### config.mk
export PLATFORM = sky130hd
export DESIGN_NAME = tqv_reg_arbiter_flat
export DESIGN_NICKNAME = d
export VERILOG_FILES = /design/src/rtl/tqv_reg_arbiter_if.sv /design/src/rtl/tqv_reg_arbiter.sv /design/src/flat_wrapper.sv
export SDC_FILE = /design/constraint.sdc
export NUM_CORES = 1
export LEC_CHECK = 0
export ABC_AREA = 0
export BUFFER_PORTS_ARGS = -buffer_cell sky130_fd_sc_hd__buf_4
export CAP_MARGIN = 20
export CORE_MARGIN = 4
export CORE_UTILIZATION = 48
export CTS_CLUSTER_DIAMETER = 100
export DETAILED_ROUTE_END_ITERATION = 8
export GPL_TIMING_DRIVEN = 0
export PLACE_DENSITY_LB_ADDON = 0.12
export REMOVE_ABC_BUFFERS = 1
export SYNTH_ARGS = -nofsm -noshare
export SYNTH_HDL_FRONTEND = slang
export SYNTH_SLANG_ARGS = --single-unit
export TNS_END_PERCENT = 5
### constraint.sdc
create_clock -name i_clk -period 2.55 [get_ports i_clk]
set_input_delay 0.255 -clock i_clk [delete_from_list [all_inputs] [get_ports i_clk]]
set_output_delay 0.255 -clock i_clk [all_outputs]
set_load 0.005 [all_outputs]
### src/rtl/tqv_reg_arbiter_if.sv
// ---------------------------------------------------------------------------
// tqv_reg_arbiter_if
// Register-access link between one requester and the register arbiter.
//   req   : access request, held until the cycle after ack
//   addr  : register address, stable while req is high
//   we    : 1 = write, 0 = read, stable while req is high
//   wdata : write data, stable while req is high
//   ack   : one-cycle completion pulse (arbiter -> requester)
//   rdata : read data, valid with ack and held until the next read completes
// Modports: master = requester side, slave = arbiter side.
// ---------------------------------------------------------------------------
interface tqv_reg_arbiter_if #(
   parameter int unsigned ADDR_W = 4,
   parameter int unsigned DATA_W = 8
);
   logic              req;
   logic [ADDR_W-1:0] addr;
   logic              we;
   logic [DATA_W-1:0] wdata;
   logic              ack;
   logic [DATA_W-1:0] rdata;

   modport master (
      output req, addr, we, wdata,
      input  ack, rdata
   );

   modport slave (
      input  req, addr, we, wdata,
      output ack, rdata
   );
endinterface

### src/rtl/tqv_reg_arbiter.sv
// ---------------------------------------------------------------------------
// tqv_reg_arbiter
// Round-robin arbiter sharing one byte-wide peripheral register port between
// two requesters (port 0 = SPI bridge, port 1 = second on-chip master).
// Each grant performs exactly one access: IDLE -> ACCESS -> DONE -> IDLE.
// Ports:
//   i_clk          : clock
//   i_rst          : synchronous active-high reset
//   if_req0/1      : requester links (slave modport)
//   o_address      : address to the peripheral, held outside ACCESS
//   o_data_write   : one-cycle write strobe, only in ACCESS of a write
//   o_data_in      : write data to the peripheral, held outside ACCESS
//   i_data_out     : peripheral read data, combinational on o_address
//   o_busy         : high in any state other than IDLE
// ---------------------------------------------------------------------------
module tqv_reg_arbiter #(
   parameter int unsigned ADDR_W = 4,
   parameter int unsigned DATA_W = 8
) (
   input  logic                    i_clk,
   input  logic                    i_rst,
   tqv_reg_arbiter_if.slave        if_req0,
   tqv_reg_arbiter_if.slave        if_req1,
   output logic [ADDR_W-1:0]       o_address,
   output logic                    o_data_write,
   output logic [DATA_W-1:0]       o_data_in,
   input  logic [DATA_W-1:0]       i_data_out,
   output logic                    o_busy
);

   typedef enum logic [1:0] {
      StIdle   = 2'd0,
      StAccess = 2'd1,
      StDone   = 2'd2
   } state_e;

   state_e              r_state;
   state_e              w_state_next;

   logic                r_last;     // port that won the most recent grant
   logic                r_grant;    // port owning the current transaction
   logic [ADDR_W-1:0]   r_addr;
   logic                r_we;
   logic [DATA_W-1:0]   r_wdata;
   logic [DATA_W-1:0]   r_rdata0;
   logic [DATA_W-1:0]   r_rdata1;

   logic                w_grant_valid;
   logic                w_grant_port;
   logic                w_capture;

   // Arbitration: a lone requester wins outright; a tie goes to the port
   // that did not win last time.
   always_comb begin
      w_grant_valid = if_req0.req | if_req1.req;
      w_grant_port  = 1'b0;
      if (if_req0.req && if_req1.req) begin
         w_grant_port = ~r_last;
      end else if (if_req1.req) begin
         w_grant_port = 1'b1;
      end
   end

   // Next-state logic.
   always_comb begin
      w_state_next = r_state;
      unique case (r_state)
         StIdle: begin
            if (w_grant_valid) begin
               w_state_next = StAccess;
            end
         end
         StAccess: w_state_next = StDone;
         StDone:   w_state_next = StIdle;
         default:  w_state_next = StIdle;
      endcase
   end

   // Read data is taken at the end of the single ACCESS cycle.
   assign w_capture = (r_state == StAccess) && !r_we;

   always_ff @(posedge i_clk) begin
      if (i_rst) begin
         r_state  <= StIdle;
         r_last   <= 1'b1;
         r_grant  <= 1'b0;
         r_addr   <= '0;
         r_we     <= 1'b0;
         r_wdata  <= '0;
         r_rdata0 <= '0;
         r_rdata1 <= '0;
      end else begin
         r_state <= w_state_next;
         // Latch on grant only, so address/data_in hold outside ACCESS.
         if (r_state == StIdle && w_grant_valid) begin
            r_last  <= w_grant_port;
            r_grant <= w_grant_port;
            if (w_grant_port) begin
               r_addr  <= if_req1.addr;
               r_we    <= if_req1.we;
               r_wdata <= if_req1.wdata;
            end else begin
               r_addr  <= if_req0.addr;
               r_we    <= if_req0.we;
               r_wdata <= if_req0.wdata;
            end
         end
         if (w_capture && !r_grant) begin
            r_rdata0 <= i_data_out;
         end
         if (w_capture && r_grant) begin
            r_rdata1 <= i_data_out;
         end
      end
   end

   // Outputs.
   assign o_address    = r_addr;
   assign o_data_in    = r_wdata;
   assign o_data_write = (r_state == StAccess) && r_we;
   assign o_busy       = (r_state != StIdle);

   assign if_req0.ack   = (r_state == StDone) && !r_grant;
   assign if_req1.ack   = (r_state == StDone) &&  r_grant;
   assign if_req0.rdata = r_rdata0;
   assign if_req1.rdata = r_rdata1;

endmodule

### src/flat_wrapper.sv
// flat-port wrapper written by rule: the top's interface ports become plain ports
module tqv_reg_arbiter_flat 
#(
   parameter int unsigned ADDR_W = 4,
   parameter int unsigned DATA_W = 8
)
  (i_clk, i_rst, o_address, o_data_write, o_data_in, i_data_out, o_busy, if_req0_req, if_req0_addr, if_req0_we, if_req0_wdata, if_req0_ack, if_req0_rdata, if_req1_req, if_req1_addr, if_req1_we, if_req1_wdata, if_req1_ack, if_req1_rdata);
  tqv_reg_arbiter_if #(.ADDR_W(ADDR_W), .DATA_W(DATA_W)) if_req0_i ();
  tqv_reg_arbiter_if #(.ADDR_W(ADDR_W), .DATA_W(DATA_W)) if_req1_i ();
  input  logic i_clk;
  input  logic i_rst;
  output logic [ADDR_W-1:0] o_address;
  output logic o_data_write;
  output logic [DATA_W-1:0] o_data_in;
  input  logic [DATA_W-1:0] i_data_out;
  output logic o_busy;
  input wire logic [$bits(if_req0_i.req)-1:0] if_req0_req;
  input wire logic [$bits(if_req0_i.addr)-1:0] if_req0_addr;
  input wire logic [$bits(if_req0_i.we)-1:0] if_req0_we;
  input wire logic [$bits(if_req0_i.wdata)-1:0] if_req0_wdata;
  output wire logic [$bits(if_req0_i.ack)-1:0] if_req0_ack;
  output wire logic [$bits(if_req0_i.rdata)-1:0] if_req0_rdata;
  input wire logic [$bits(if_req1_i.req)-1:0] if_req1_req;
  input wire logic [$bits(if_req1_i.addr)-1:0] if_req1_addr;
  input wire logic [$bits(if_req1_i.we)-1:0] if_req1_we;
  input wire logic [$bits(if_req1_i.wdata)-1:0] if_req1_wdata;
  output wire logic [$bits(if_req1_i.ack)-1:0] if_req1_ack;
  output wire logic [$bits(if_req1_i.rdata)-1:0] if_req1_rdata;
  assign if_req0_i.req = if_req0_req;
  assign if_req0_i.addr = if_req0_addr;
  assign if_req0_i.we = if_req0_we;
  assign if_req0_i.wdata = if_req0_wdata;
  assign if_req0_ack = if_req0_i.ack;
  assign if_req0_rdata = if_req0_i.rdata;
  assign if_req1_i.req = if_req1_req;
  assign if_req1_i.addr = if_req1_addr;
  assign if_req1_i.we = if_req1_we;
  assign if_req1_i.wdata = if_req1_wdata;
  assign if_req1_ack = if_req1_i.ack;
  assign if_req1_rdata = if_req1_i.rdata;
  tqv_reg_arbiter #(.ADDR_W(ADDR_W), .DATA_W(DATA_W)) u_core (.i_clk(i_clk), .i_rst(i_rst), .if_req0(if_req0_i), .if_req1(if_req1_i), .o_address(o_address), .o_data_write(o_data_write), .o_data_in(o_data_in), .i_data_out(i_data_out), .o_busy(o_busy));
endmodule
==> metrics, run 1 <==
worst r2r src=u_core.r_state[1]$_SDFFE_PP0P_; clock skew=between 0.007 and 0.008 ns; min-delay worst type=primary input to register; Synth Flop Type=dfxtp_1; Buf/Inv on CP=1; Worst Max-Slew Pin Slew=0.852 ns; Post-CTS Hold Fix Bufs=0; CP Cell Sequence=nor2_4 > inv_2 > nor2_1 > a311oi_1; core area=0.00276 mm²; Setup crit end=u_core.o_address[1]$_SDFFE_PP0P_; MaxCap Viol Count=0; CTS Buf Count=5; Setup WS post-layout=0.617 ns; Initial Utilization=0.501; top-count cell post-synth=nand2_1; Synth Area in Compound Gates=0.188; worst slack, placed=0.594 ns; post-synthesis mux area share=0.0580; Final TNS setup=0 ns; routed length per placed instance=13.4 µm; Final HPWL DP=2480 µm; area grow syn2layout=39.0%; overall power=about 1.1 mW; Synth area leaders=dfxtp_1 48%, nand2_1 12%, a311oi_1 8.2%, a21oi_1 8.0%, mux2i_1 5.8%; Via density=5.28; headroom to the max-slew limit=0.430; H-tree Lvls=2; placed insts=246; Total GRT Usage=0.195; remaining global-route overflow=0; Mapped Cells=158; Die Area=0.00380 mm²; Synth Register Bits=33; worst skew pair latency=0.32 ns; Setup Buffers After CTS=0; CTS Root Cell=clkbuf_4; synthesized area per cell=~8.7 µm²; Setup crit start=u_core.r_state[1]$_SDFFE_PP0P_; RSZ-0062 raised after global routing=no; PostCTS Resize Cnt=0; fin. max-slew vios=0; most frequent cells after synthesis=44 x nand2_1, 33 x dfxtp_1, 22 x a21oi_1, 13 x a311oi_1, 10 x nor2_1; crit-path leading delay family=simple AND/OR/NAND/NOR gates; fillers=about 240; final instance area=roughly 0.0019 mm²; final hold violations=0; Mapped Area=0.00138 mm²; Worst R2R End=u_core.o_address[1]$_SDFFE_PP0P_; largest vdd supply drop=about 0.44 mV; post-synth top area share=0.478; Routed Antenna Nets=0; initial drt markers=45; number of diodes=0; critical path depth=4; residual DRC count=0; global-route wire length before repair=between 5000 and 6000 µm; WP data arrival=2.09 ns; final period utilization=0.758; Pwr per Cell Area=565 mW/mm²; placer congestion estimate=approximately 0.76; Worst Reg-to-Reg Cells=4; clock sink count=33; leakage power=0.850 nW; DR pass1 iterations=4; IO buf count=69; antenna violations before repair=0; I/O pins=70; register area share after synthesis=0.478; Post-synth EDFFs=0; nets=260; Syn. warnings=0; clock transition at the registers of the reported paths=0.09 ns; post-synthesis xor/xnor area fraction=0; slowest stage cell on the critical path=nor2_1; Yosys cell types=24; CTS max path bufs=2; status=finished clean; Data required, critical path=2.71 ns; Placed Area=0.00187 mm²; fin cells=254; Peak Freq=517 MHz; WL final=3410 µm; vias post-DR=1341; FF-to-FF setup slack=0.62 ns; Synth area leader=dfxtp_1; Final setup viols=0; critical path class=register to register; layout cells sized above 1=0.354; Die Y-Extent=slightly above 60 µm; largest net degree at the start of global routing=34; CTS tree=yes; crit end category=register; largest family of logic cells by synthesized area=simple AND/OR/NAND/NOR gates; max incr delay on CP=0.68 ns; crit start category=register; Rows=19; die width=between 60 and 70 µm; vias in the first global route=1235; post-synthesis simple-gate area fraction=0.225; fraction of registers with async set/reset=0; Final min period=1.93 ns; CP Max Fanout=17; Adder-Cell Fraction of Synth Area=0
[per-layer routing]
layer  vias up  global-route usage  routed length [µm]
li1        679                   -                   -
met3         2              0.0839                 332
met2        52               0.332                1700
met1       608               0.218                1350
met5         -                   0                   0
met4         0              0.0636                  16
[final cells by class]
class	count	area (µm²)	area share
flip-flops and latches	33	661	0.344
multi-input cells	112	651	0.339
repair buffers	69	518	0.270
clock buffers	8	48.8	0.0254
well taps	31	38.8	0.0202
inverters	1	3.75	0.00195
[placed cells by master (no fill, tap or decap), drive strengths merged]
cell | synthesis | layout
nor2b | 1 | 1
a21bo | 1 | 1
nor4b | 1 | 1
or4b | 1 | 1
nand2 | 44 | 44
and3b | 2 | 2
or2 | 1 | 1
a221o | 1 | 1
inv | 1 | 1
clkbuf | 4 | 8
nor3 | 1 | 1
and4bb | 1 | 1
a21boi | 1 | 1
a21oi | 22 | 22
a311oi | 13 | 13
mux2i | 8 | 8
nor3b | 2 | 2
o21ai | 1 | 1
dfxtp | 33 | 33
nor2 | 11 | 11
buf | 8 | 69
[state kept, by name (all words and copies together) (netlist names)]
name,count
u_core.if_req0.rdata,8
u_core.r_last,1
u_core.r_state,2
u_core.o_address,4
u_core.o_data_in,8
u_core.r_we,1
u_core.r_grant,1
u_core.if_req1.rdata,8
[through the flow]
stage           util  hold WS, ns
2_1_floorplan      -        0.324
3_3_place_gp   0.679        0.443
5_1_grt        0.696        0.172
6_report       0.696        0.181
3_5_place_dp   0.679        0.448
4_1_cts        0.696        0.169
[kinds of logic after synthesis]
group	after synthesis
buffers and inverters	13
muxes	8
DFF	33
and+or+nand+nor	65
AOI/OAI and AO/OA	39
[worst min-delay path: stages]
cell and delay [ns]:
buf_4 0.09, mux2i_1 0.06, nor2_1 0.07
[how the worst min path moves through the flow]
stage                                          from                                   end  depth (start not counted)
4_1_cts                               i_data_out[3]  u_core.if_req1.rdata[3]$_SDFFE_PP0P_                          3
5_1_grt                               i_data_out[7]  u_core.if_req0.rdata[7]$_SDFFE_PP0P_                          3
6_report                              i_data_out[3]  u_core.if_req1.rdata[3]$_SDFFE_PP0P_                          3
3_3_place_gp   u_core.if_req0.rdata[2]$_SDFFE_PP0P_  u_core.if_req0.rdata[2]$_SDFFE_PP0P_                          2
3_5_place_dp   u_core.if_req0.rdata[4]$_SDFFE_PP0P_  u_core.if_req0.rdata[4]$_SDFFE_PP0P_                          2
2_1_floorplan                                 i_rst  u_core.if_req0.rdata[0]$_SDFFE_PP0P_                          1
[report_power, final]
part           switching, mW  leakage [nW]  total, mW  internal (mW)
clock                  0.163        0.0265      0.273          0.110
sequential            0.0301         0.271      0.585          0.555
combinational          0.104         0.553      0.228          0.124
Power figures use the tool's default switching activity.
==> inputs of run 2 (changes only) <==
--- a/config.mk
+++ b/config.mk
@@ -9,7 +9,7 @@
 export BUFFER_PORTS_ARGS = -buffer_cell sky130_fd_sc_hd__buf_4
 export CAP_MARGIN = 20
 export CORE_MARGIN = 4
-export CORE_UTILIZATION = 48
+export CORE_UTILIZATION = 44
 export CTS_CLUSTER_DIAMETER = 100
 export DETAILED_ROUTE_END_ITERATION = 8
 export GPL_TIMING_DRIVEN = 0
==> constraint.sdc (replaced) <==
create_clock -name i_clk -period 2 [get_ports i_clk]
set_input_delay 0.2 -clock i_clk [delete_from_list [all_inputs] [get_ports i_clk]]
set_output_delay 0.2 -clock i_clk [all_outputs]
set_load 0.005 [all_outputs]
==> run 2 against run 1 <==
Against the previous run: clock power increased by 26%; largest cell class unchanged; via count increased by 0.82%; clock skew increased by 0.0082 ns; critical path depth unchanged; register-to-register slack got worse by 0.32 ns; largest power group unchanged; critical path type unchanged; sequential share of layout area decreased by 0.38 points; utilization decreased by 5.5 points.
==> metrics, run 2 (synthesis results as in run 1) <==
status=finished clean; WP data arrival=1.88 ns (-0.21 ns); Setup Buffers After CTS=0 (unchanged); Peak Freq=586 MHz (+13%); layout cells sized above 1=0.368 (+0.0135); Via density=5.06 (-4.1%); Data required, critical path=2.18 ns (-0.53 ns); core area=0.00303 mm² (+9.8%); worst r2r src=u_core.r_state[1]$_SDFFE_PP0P_; H-tree Lvls=2 (unchanged); Die Y-Extent=64.0 µm (+3.9%); Worst Max-Slew Pin Slew=0.623 ns (-0.229 ns); MaxCap Viol Count=0 (unchanged); crit-path leading delay family=simple AND/OR/NAND/NOR gates; max incr delay on CP=0.48 ns (-0.20 ns); Pwr per Cell Area=713 mW/mm² (+26%); die width=64.0 µm (+3.9%); WL final=3430 µm (+0.68%); IO buf count=69 (unchanged); Buf/Inv on CP=1 (unchanged); initial drt markers=67 (+49%); min-delay worst type=primary input to register; headroom to the max-slew limit=0.582 (+0.152); CTS Buf Count=5 (unchanged); commonest non-fill, non-tap cells in the layout=69 x buf_4, 44 x nand2_1, 33 x dfxtp_1, 22 x a21oi_1, 13 x a311oi_1; clock skew=0.0154 ns (+0.00824 ns); Routed Antenna Nets=0 (unchanged); final hold violations=0 (unchanged); global-route wire length before repair=5800 µm (+6.7%); slowest stage cell on the critical path=nor2_2; antenna violations before repair=0 (unchanged); routed length per placed instance=12.8 µm (-4.2%); Initial Utilization=0.456 (-0.0447); FF-to-FF setup slack=0.29 ns (-0.32 ns); vias post-DR=1352 (+0.82%); number of diodes=0 (unchanged); crit start category=register; worst hold path depth=3 (unchanged); placer congestion estimate=0.747 (-2.1%); Rows=20 (+1); clock sink count=33 (unchanged); largest net degree at the start of global routing=34 (unchanged); commonest non-fill, non-tap cell in the layout=buf_4; nets=260 (unchanged); vias in the first global route=1320 (+6.9%); worst slack, placed=0.0465 ns (-0.548 ns); overall power=1.38 mW (+28%); register area=661 µm² (unchanged); area of the multi-input gates=653 µm² (+0.38%); worst skew pair latency=0.33 ns (about the same); Worst R2R End=u_core.o_data_in[5]$_SDFFE_PP0P_; Placed Area=0.00189 mm² (+0.87%); I/O pins=70 (unchanged); clock transition at the registers of the reported paths=0.10 ns (about the same); fillers=286 (+21%); RSZ-0062 raised after global routing=no; largest vdd supply drop=0.538 mV (+21%); critical path class=register to register; Worst Reg-to-Reg Cells=4 (unchanged); final period utilization=0.853 (+0.0952); CTS Root Cell=clkbuf_4; CTS max path bufs=2 (unchanged); leakage power=0.856 nW (+0.67%); CTS tree=yes; remaining global-route overflow=0 (unchanged); DR pass1 iterations=4 (unchanged); hold path endpoint=u_core.if_req1.rdata[1]$_SDFFE_PP0P_; Final HPWL DP=2450 µm (-1.0%); Setup WS post-layout=0.293 ns (-0.323 ns); area grow syn2layout=40.6%; Total GRT Usage=0.180 (-0.0144); Final setup viols=0 (unchanged); Die Area=0.00410 mm² (+7.9%); worst hold start=i_data_out[1]; Final TNS setup=0 ns (unchanged); CP Max Fanout=17 (unchanged); CP Cell Sequence=nor2_4 > inv_2 > nor2_2 > a311oi_1; final instance area=0.00194 mm² (+1.1%); residual DRC count=0 (unchanged); fin. max-slew vios=0 (unchanged); Final min period=1.71 ns (-0.227 ns); crit end category=register
-- run 2: how the worst max path moves through the flow --
| stage | from | to | slack [ns] | cells after the start |
|---|---|---|---|---|
| after floorplan | u_core.r_state[1]$_SDFFE_PP0P_ | u_core.o_address[0]$_SDFFE_PP0P_ | 0.49 | 4 |
| after global placement | u_core.r_state[1]$_SDFFE_PP0P_ | u_core.o_data_in[7]$_SDFFE_PP0P_ | 0.10 | 4 |
| after detailed placement | u_core.r_state[1]$_SDFFE_PP0P_ | u_core.o_address[3]$_SDFFE_PP0P_ | 0.05 | 4 |
| after CTS | u_core.r_state[1]$_SDFFE_PP0P_ | u_core.o_data_in[5]$_SDFFE_PP0P_ | 0.04 | 4 |
| after global routing | u_core.r_state[1]$_SDFFE_PP0P_ | u_core.o_data_in[5]$_SDFFE_PP0P_ | 0.09 | 4 |
| final | u_core.r_state[1]$_SDFFE_PP0P_ | u_core.o_data_in[5]$_SDFFE_PP0P_ | 0.29 | 4 |
-- run 2: power breakdown --
| group | internal [mW] | switching [mW] |
|---|---|---|
| combinational | 0.159 | 0.135 |
| sequential | 0.707 | 0.0385 |
| clock | 0.134 | 0.212 |
-- run 2: layout make-up --
type                       count  share of cell area
clock buffer                   6              0.0213
timing repair buffer          69               0.267
clock inverter                 2             0.00515
tap                           44              0.0284
multi-input combinational    112               0.336
sequential                    33               0.340
inverter                       1             0.00193
-- run 2: timing repair --
item | 4_1_cts | 5_1_grt
resized for setup | 0 | 1
hold buffers | 0 | 0
endpoints found under the setup margin | 0 | 13
-- run 2: metrics by stage --
step	instances	hold WS, ns	utilization
3_3_place_gp	259	0.443	0.624
6_report	267	0.119	0.641
2_1_floorplan	146	0.269	-
5_1_grt	267	0.0921	0.641
4_1_cts	267	0.103	0.640
3_5_place_dp	259	0.450	0.624
-- run 2: layer usage --
layer / GRT usage / part of all wire
met4: 0.0566 / 0.011
met1: 0.198 / 0.41
met3: 0.0738 / 0.092
met2: 0.314 / 0.49
met5: 0 / 0
-- run 2: tightest hold or removal path, stage by stage --
cell     delay, ns
buf_4         0.08
mux2i_1       0.06
nor2_1        0.07
==> inputs of run 3 (changes only) <==
--- a/config.mk
+++ b/config.mk
@@ -8,8 +8,10 @@
 export ABC_AREA = 0
 export BUFFER_PORTS_ARGS = -buffer_cell sky130_fd_sc_hd__buf_4
 export CAP_MARGIN = 20
+export CELL_PAD_IN_SITES_DETAIL_PLACEMENT = 0
+export CELL_PAD_IN_SITES_GLOBAL_PLACEMENT = 1
 export CORE_MARGIN = 4
-export CORE_UTILIZATION = 44
+export CORE_UTILIZATION = 31
 export CTS_CLUSTER_DIAMETER = 100
 export DETAILED_ROUTE_END_ITERATION = 8
 export GPL_TIMING_DRIVEN = 0
==> run 3 against run 2 <==
Against the previous run: critical path depth stayed put; utilization down 18 points; via count fell by 0.52%; clock skew decreased by 0.0079 ns; non-clock buffer count stayed put; flip-flop and latch count is the same; combinational power is 1% higher; setup slack worse by 0.042 ns; clock power increased by 44%; die area up 36%; final area grew 2.3%; sequential power about the same; critical path type unchanged; largest power group unchanged.
==> metrics, run 3 (synthesis results as in run 1) <==
status=finished clean; crit end category=register; leakage power=0.868 nW (+1.4%); Die Area=0.00559 mm² (+36%); initial drt markers=51 (-24%); headroom to the max-slew limit=0.555 (-0.0271); clock sink count=33 (unchanged); RSZ-0062 raised after global routing=no; H-tree Lvls=2 (unchanged); CTS Buf Count=5 (unchanged); Setup Buffers After CTS=0 (unchanged); worst skew pair latency=0.28 ns (-0.05 ns); routed length per placed instance=13.9 µm (+8.0%); Placed Area=0.00190 mm² (+0.53%); core area=0.00432 mm² (+43%); number of diodes=0 (unchanged); fillers=428 (+50%); Via density=4.91 (-3.1%); Combinational Power Share=0.193 (-0.019); commonest non-fill, non-tap cell in the layout=buf_4; part of the power in registers=0.484 (-0.055); final hold violations=0 (unchanged); fin. max-slew vios=0 (unchanged); clock share of power=0.323 (+0.073); commonest non-fill, non-tap cells in the layout=69 x buf_4, 44 x nand2_1, 33 x dfxtp_1, 22 x a21oi_1, 13 x a311oi_1; final instance area=0.00199 mm² (+2.3%); critical path class=register to register; vias post-DR=1345 (-0.52%); Final setup viols=0 (unchanged); IO buf count=69 (unchanged); Pwr per Cell Area=775 mW/mm² (+8.6%); Initial Utilization=0.319 (-0.137); nets=260 (unchanged); Die Y-Extent=74.8 µm (+17%); antenna violations before repair=0 (unchanged); residual DRC count=0 (unchanged); layout cells sized above 1=0.365 (-0.00285); crit start category=register; placer congestion estimate=0.751 (+0.55%); internal power component=1.14 mW (+14%); WL final=3800 µm (+11%); Routed Antenna Nets=0 (unchanged); die width=74.8 µm (+17%); DR pass1 iterations=4 (unchanged); Peak Freq=572 MHz (-2.4%); Worst Max-Slew Pin Slew=0.664 ns (+0.0404 ns); min-delay worst type=primary input to register; clock skew=0.00752 ns (-0.00790 ns); Final HPWL DP=2720 µm (+11%); MaxCap Viol Count=0 (unchanged); largest net degree at the start of global routing=34 (unchanged); largest vdd supply drop=0.352 mV (-35%); remaining global-route overflow=0 (unchanged); Psw=0.400 mW (+3.8%); final period utilization=0.874 (+0.0208); CTS max path bufs=2 (unchanged); vias in the first global route=1351 (+2.3%); I/O pins=70 (unchanged); Data required, critical path=2.12 ns (-0.06 ns); Sw Share=0.260 (-0.0184); clock transition at the registers of the reported paths=0.07 ns (-0.03 ns); CTS Root Cell=clkbuf_8; WP data arrival=1.87 ns (about the same); area grow syn2layout=43.8%; Rows=24 (+20%); Total GRT Usage=0.142 (-0.0379); CP Max Fanout=17 (unchanged); worst slack, placed=-0.0532 ns (-0.0997 ns); Setup WS post-layout=0.252 ns (-0.0416 ns); post-layout util=0.459 (-0.182); CTS tree=yes; Final min period=1.75 ns (+0.0416 ns); global-route wire length before repair=6050 µm (+4.3%)
[run 3: stage by stage]
| stage | hold slack [ns] | total power [mW] | cells | TNS, ns |
|---|---|---|---|---|
| final | 0.170 | 1.54 | 274 | 0 |
| after detailed placement | 0.456 | 1.06 | 267 | -0.541 |
| after floorplan | 0.269 | 0.883 | 146 | 0 |
| after CTS | 0.163 | 1.57 | 274 | 0 |
| after global routing | 0.169 | 1.63 | 274 | 0 |
| after global placement | 0.443 | 1.05 | 267 | 0 |
[run 3: worst paths after layout]
check,from,end,slack (ns),cells after the start
setup / recovery,u_core.r_state[1]$_SDFFE_PP0P_,u_core.o_data_in[4]$_SDFFE_PP0P_,0.25,4
setup reg to reg,u_core.r_state[1]$_SDFFE_PP0P_,u_core.o_data_in[4]$_SDFFE_PP0P_,0.25,4
hold / removal,i_data_out[7],u_core.if_req1.rdata[7]$_SDFFE_PP0P_,0.17,3
hold reg to reg,u_core.if_req0.rdata[4]$_SDFFE_PP0P_,u_core.if_req0.rdata[4]$_SDFFE_PP0P_,0.46,2
[run 3: power by group through the flow]
stage / Sequential [mW] / Combinational, mW / Clock, mW
2_1_floorplan: 0.758 / 0.125 / 0
3_3_place_gp: 0.758 / 0.294 / 0
3_5_place_dp: 0.760 / 0.302 / 0
4_1_cts: 0.746 / 0.303 / 0.524
5_1_grt: 0.753 / 0.333 / 0.544
6_report: 0.746 / 0.297 / 0.497
[run 3: worst max-delay path, cell delays in order (launching register included)]
cell	delay (ns)
dfxtp_1	0.40
nor2_4	0.39
inv_2	0.11
nor2_2	0.50
a311oi_1	0.18
[run 3: layout make-up]
cell class,instances,area (µm²),share of cell area
sequential,33,661,0.332
tap,52,65.1,0.0327
multi-input combinational,112,653,0.329
inverter,1,3.75,0.00189
timing repair buffer,69,518,0.261
clock buffer,7,86.3,0.0435
[run 3: layer usage]
layer / global-route usage / vias up / part of all wire
met5: 0 / - / 0
met1: 0.166 / 601 / 0.42
met2: 0.234 / 61 / 0.46
li1: - / 678 / -
met3: 0.0587 / 5 / 0.11
met4: 0.0534 / 0 / 0.014
[run 3: repair_timing]
item / 4_1_cts / 5_1_grt
hold endpoints to repair: 0 / 0
hold buffers: 0 / 0
gates resized for setup: 1 / 0
setup endpoints to repair: 13 / 0
